### src/rtl/diff_accum_unit.sv
// diff_accum_unit: running-sum integrator y[n] = y[n-1] + d[n] that rebuilds
// samples from signed differences. Valid/ready on both sides. A 2-entry skid
// buffer keeps o_ready driven purely from registered state.
// Build option: define SATURATE_EN to clamp the sum to the DATA_W signed range
// and flag clipped beats on o_sat. Otherwise the sum wraps and o_sat stays 0.
module diff_accum_unit #(
    parameter int DATA_W = 24
) (
    input  logic                     clk,
    input  logic                     reset,
    input  logic                     i_valid,
    output logic                     o_ready,
    input  logic signed [DATA_W:0]   i_d,
    input  logic                     i_clear,
    output logic signed [DATA_W-1:0] o_y,
    output logic                     o_sat,
    output logic                     o_valid,
    input  logic                     i_ready
);

    typedef enum logic [1:0] {
        EMPTY = 2'd0,
        ONE   = 2'd1,
        FULL  = 2'd2
    } state_t;

    state_t                   state_q, state_d;
    logic signed [DATA_W-1:0] acc_q, acc_d;
    logic signed [DATA_W-1:0] out_y_q, out_y_d;
    logic                     out_sat_q, out_sat_d;
    logic signed [DATA_W-1:0] skid_y_q, skid_y_d;
    logic                     skid_sat_q, skid_sat_d;

    logic                     accept, send;
    logic signed [DATA_W+1:0] sum;
    logic signed [DATA_W-1:0] r;
    logic                     r_sat;

    // Sum in DATA_W+2 bits, which is wide enough that it can never overflow internally
    always_comb begin
        sum = (i_clear ? '0 : {{2{acc_q[DATA_W-1]}}, acc_q}) + {i_d[DATA_W], i_d};
    end

`ifdef SATURATE_EN
    localparam logic signed [DATA_W+1:0] SUM_MAX = {3'b000, {(DATA_W-1){1'b1}}};
    localparam logic signed [DATA_W+1:0] SUM_MIN = {3'b111, {(DATA_W-1){1'b0}}};

    // Clamp the wide sum to the nearest representable bound
    always_comb begin
        r     = sum[DATA_W-1:0];
        r_sat = 1'b0;
        if (sum > SUM_MAX) begin
            r     = {1'b0, {(DATA_W-1){1'b1}}};
            r_sat = 1'b1;
        end else if (sum < SUM_MIN) begin
            r     = {1'b1, {(DATA_W-1){1'b0}}};
            r_sat = 1'b1;
        end
    end
`else
    logic sum_unused;
    assign sum_unused = ^sum[DATA_W+1:DATA_W];

    // Two's-complement wrap, so the round trip with a wrapping difference stage stays exact
    always_comb begin
        r     = sum[DATA_W-1:0];
        r_sat = 1'b0;
    end
`endif

    assign o_ready = (state_q != FULL);
    assign o_valid = (state_q != EMPTY);
    assign o_y     = out_y_q;
    assign o_sat   = out_sat_q;
    assign accept  = i_valid && o_ready;
    assign send    = o_valid && i_ready;

    // Next-state logic for the accumulator, the output register and the skid register
    always_comb begin
        state_d    = state_q;
        acc_d      = acc_q;
        out_y_d    = out_y_q;
        out_sat_d  = out_sat_q;
        skid_y_d   = skid_y_q;
        skid_sat_d = skid_sat_q;

        if (accept) begin
            acc_d = r;
        end

        case (state_q)
            EMPTY: begin
                if (accept) begin
                    out_y_d   = r;
                    out_sat_d = r_sat;
                    state_d   = ONE;
                end
            end
            ONE: begin
                if (accept && send) begin
                    out_y_d   = r;
                    out_sat_d = r_sat;
                end else if (accept) begin
                    skid_y_d   = r;
                    skid_sat_d = r_sat;
                    state_d    = FULL;
                end else if (send) begin
                    state_d = EMPTY;
                end
            end
            FULL: begin
                if (send) begin
                    out_y_d   = skid_y_q;
                    out_sat_d = skid_sat_q;
                    state_d   = ONE;
                end
            end
            default: state_d = EMPTY;
        endcase
    end

    // State registers with synchronous reset
    always_ff @(posedge clk) begin
        if (reset) begin
            state_q    <= EMPTY;
            acc_q      <= '0;
            out_y_q    <= '0;
            out_sat_q  <= 1'b0;
            skid_y_q   <= '0;
            skid_sat_q <= 1'b0;
        end else begin
            state_q    <= state_d;
            acc_q      <= acc_d;
            out_y_q    <= out_y_d;
            out_sat_q  <= out_sat_d;
            skid_y_q   <= skid_y_d;
            skid_sat_q <= skid_sat_d;
        end
    end

endmodule

### config.mk
export PLATFORM = sky130hd
export DESIGN_NAME = diff_accum_unit
export DESIGN_NICKNAME = d
export VERILOG_FILES = /design/src/rtl/diff_accum_unit.sv
export SDC_FILE = /design/constraint.sdc
export NUM_CORES = 1
export LEC_CHECK = 0
export ABC_AREA = 1
export BUFFER_PORTS_ARGS = -buffer_cell sky130_fd_sc_hd__buf_2
export CAP_MARGIN = 20
export CORE_MARGIN = 2
export CORE_UTILIZATION = 40
export DETAILED_ROUTE_END_ITERATION = 12
export PLACE_DENSITY_LB_ADDON = 0.05
export SYNTH_ARGS = -nofsm -noshare
export SYNTH_HDL_FRONTEND = slang
export SYNTH_SLANG_ARGS = --single-unit
### constraint.sdc
create_clock -name clk -period 2.5 [get_ports clk]
set_clock_uncertainty 0.15 [all_clocks]
set_input_delay 0.125 -clock clk [delete_from_list [all_inputs] [get_ports clk]]
set_output_delay 0.125 -clock clk [all_outputs]
set_load 0.05 [all_outputs]
==> impl_metrics.yaml <==
timing:
  drv_slew: 0
  relSlewSlack_pct: 56.45
  grt_setup_unrepaired: "false"
  period_needed_ns: 2.255
  min_period_over_period_pct: 90.20
  finalSetupViolations: 0
  max_freq_ghz: 0.4435
  worst_pin_slew_ns: 0.6525
  hold_violations: 0
  fin_tns_setup_ns: 0
  finalWorstSetupSlack_ns: 0.2450
place:
  numPortBuffers: 54
  dpl_worst_slack_ns: 0.1814
  gp_congestion: 0.8830
  dpl_cell_area_sq_um: 5264
  hpwl_mm: 9.953
clocking:
  clk_pin_slew_ns: 0.06
  cts_root_buf: "clkbuf_16"
  htreeDepth: 3
  clock_tree.buffer_depth: 2
  cts.sinks: 74
  clk-insertion-delay-late_ns: 0.35
  cts_made_buffers: 9
  cts_tree: "built"
detailed_routing:
  dr.pass1.iters: 5
  post_drt_via_cell_ratio: 4.846
  drt_iter0_markers: 258
  wl_per_cell_microns: 13.65
  wirelength_mm: 13.34
  vias: 4735
  antenna_left: 0
  drc: 0
global_route:
  grt_pass1_vias: 4451
  antenna_found_initial: 0
  track_usage_pct: 21.35
  grt_max_degree: 42
  grt_pass1_wl_mm: 21.69
  grt_remaining_overflow: 0
logic_synthesis:
  yosysWarnings: 0
  ys_ff_latch: 74
  synthCells: 777
  avgSynthCellArea_sq_um: 6.248
  yosysSeqAreaShare_pct: 30.52
  synthDistinctLibCells: 33
  netlist_area_sq_um: 4855
  synth_nets: 831
floorplan:
  fp.dieW_microns: 114.2
  die_h_microns: 114.2
  ioPinCount: 57
  core_sq_um: 11910
  die-area_sq_um: 13030
  num_rows: 40
  start_util_pct: 40.76
power:
  p_total_mw: 3.599
  total_leakage_power_nw: 3.162
  pwr_density_cell_nw_per_um2: 645.9
  ir_drop_mv: 0.2810
layout:
  fin_nets: 879
  syn2layout_area_growth_pct: 14.77
  diodes: 0
  layout_commonest_cell: "nand2_1"
  filler_cell_count: 1290
  final_cell_mix: "179 x nand2_1, 148 x inv_1, 88 x nor2_1"
  design_area_sq_um: 5572
  drive_gt1_share_pct: 14.34
run:
  max_cap_viol_count: 0
worst_setup_path:
  end_kind: "flop"
  reg2regPathDepth: 14
  cp_slowest_stage_delay_ns: 0.39
  crit_required_ns: 2.60
  path_cells: "inv_1 -> nor2_1 -> ha_1 -> fa_2 -> nand3_1 -> nand3_2 -> nand2_1 -> nand2_2 -> nand2_1 -> nand2_1 -> or2_1 -> and2_4 -> o21ai_1 -> inv_1"
  worstPathArrival_ns: 2.36
  timing.critical_path.mode_cell: "nand2_1"
  critPathKind: "flop to flop"
  critPathMaxFanout: 4
  crit_buf_inv: 2
  cp_top_family: "simple AND/OR/NAND/NOR gates"
  cp-start-kind: "flop"
  path_depth: 14
  worst_path_max_delay_cell: "fa_2"
hold_path:
  hold_depth: 5
  hp-class: "input pin to flop"
run_status:
  status: "finished, final reports clean"
==> report_power, final <==
| group | leakage (nW) | switching, mW | internal, mW |
|---|---|---|---|
| Combinational | 2.41 | 0.671 | 0.285 |
| Clock | 0.147 | 0.544 | 0.777 |
| Sequential | 0.610 | 0.0410 | 1.28 |
==> cells in the mapped netlist <==
library cell | instances | share of area (%)
nor3_1 | 2 | 0.21
ha_1 | 23 | 5.9
o311ai_0 | 1 | 0.18
a31oi_1 | 3 | 0.39
and2_4 | 2 | 0.36
dfxtp_1 | 74 | 31
o21ai_2 | 1 | 0.18
clkbuf_1 | 15 | 1.2
nand3_1 | 39 | 4.0
a21oi_1 | 67 | 6.9
nand2_2 | 13 | 1.7
or2_1 | 2 | 0.26
conb_1 | 1 | 0.077
nor2_1 | 88 | 6.8
nor2_2 | 8 | 1.0
inv_1 | 148 | 11
nand2_1 | 179 | 14
buf_2 | 10 | 1.0
inv_2 | 4 | 0.31
and2_2 | 1 | 0.15
o211ai_1 | 12 | 1.9
nand4_1 | 7 | 0.90
o21ai_0 | 45 | 4.6
a21oi_2 | 2 | 0.36
xor2_1 | 10 | 1.8
o21ai_1 | 5 | 0.52
buf_6 | 1 | 0.23
buf_4 | 2 | 0.31
a211oi_1 | 1 | 0.15
nand3b_1 | 2 | 0.31
fa_1 | 1 | 0.41
xor2_2 | 3 | 1.0
nand3_2 | 5 | 1.0
==> metrics by stage <==
stage	hold WS (ns)	instances	utilization, %
2_1_floorplan	0.1826	777	-
3_3_place_gp	0.2970	960	44.19
3_5_place_dp	0.2996	960	44.19
4_1_cts	0.1043	977	46.75
5_1_grt	0.1686	977	46.78
6_report	0.1099	977	46.78
==> worst min-delay path, stage by stage <==
cell and delay (ns):
buf_2 0.10, inv_1 0.11, o311ai_0 0.12, nand2_1 0.07
inv_1 0.03
==> what timing repair did <==
action,in CTS,in global routing
endpoints found under the hold margin,2,0
gates resized for setup,0,1
hold buffers,1,0
setup buffers,0,0
setup endpoints to repair,0,1
==> routing by layer <==
layer	routed length (microns)	vias up	global-route usage, %	part of all wire [%]
li1	-	2509	-	-
met1	6239	2141	25.95	47
met2	6523	72	38.41	49
met3	419	13	4.235	3.1
met4	157	0	5.610	1.2
met5	0	-	0	0
==> flip-flops by register name, summed over array words and instances (netlist names) <==
signal,flops
acc_q,24
state_q,2
skid_y_q,24
o_y,24
==> logic make-up after synthesis <==
logic type	synth area share, %
flip-flops	30.52
buffers and inverters	14.48
XOR/XNOR	2.809
AO/OA/AOI/OAI	15.18
other	0.07725
AND/OR/NAND/NOR	30.59
adder cells (fa/ha/maj)	6.340
==> layout make-up <==
type	count	area, sq um	area share [%]
Inverter	152	570.5	10.24
Sequential cell	74	1481	26.59
Multi-Input combinational cell	523	2673	47.97
Clock buffer	10	229.0	4.110
Clock inverter	6	66.31	1.190
Tap cell	147	183.9	3.301
Timing Repair Buffer	65	367.9	6.602
==> path summary, 6_finish.rpt <==
path	slack, ns	to	start
hold / removal	0.11	state_q[0]$_SDFFE_PP0P_	i_valid
setup / recovery	0.25	skid_y_q[12]$_SDFFE_PP0P_	acc_q[0]$_SDFFE_PP0P_
hold reg to reg	0.31	acc_q[0]$_SDFFE_PP0P_	acc_q[0]$_SDFFE_PP0P_
setup reg to reg	0.25	skid_y_q[12]$_SDFFE_PP0P_	acc_q[0]$_SDFFE_PP0P_
(Power assumes the default switching activity.)
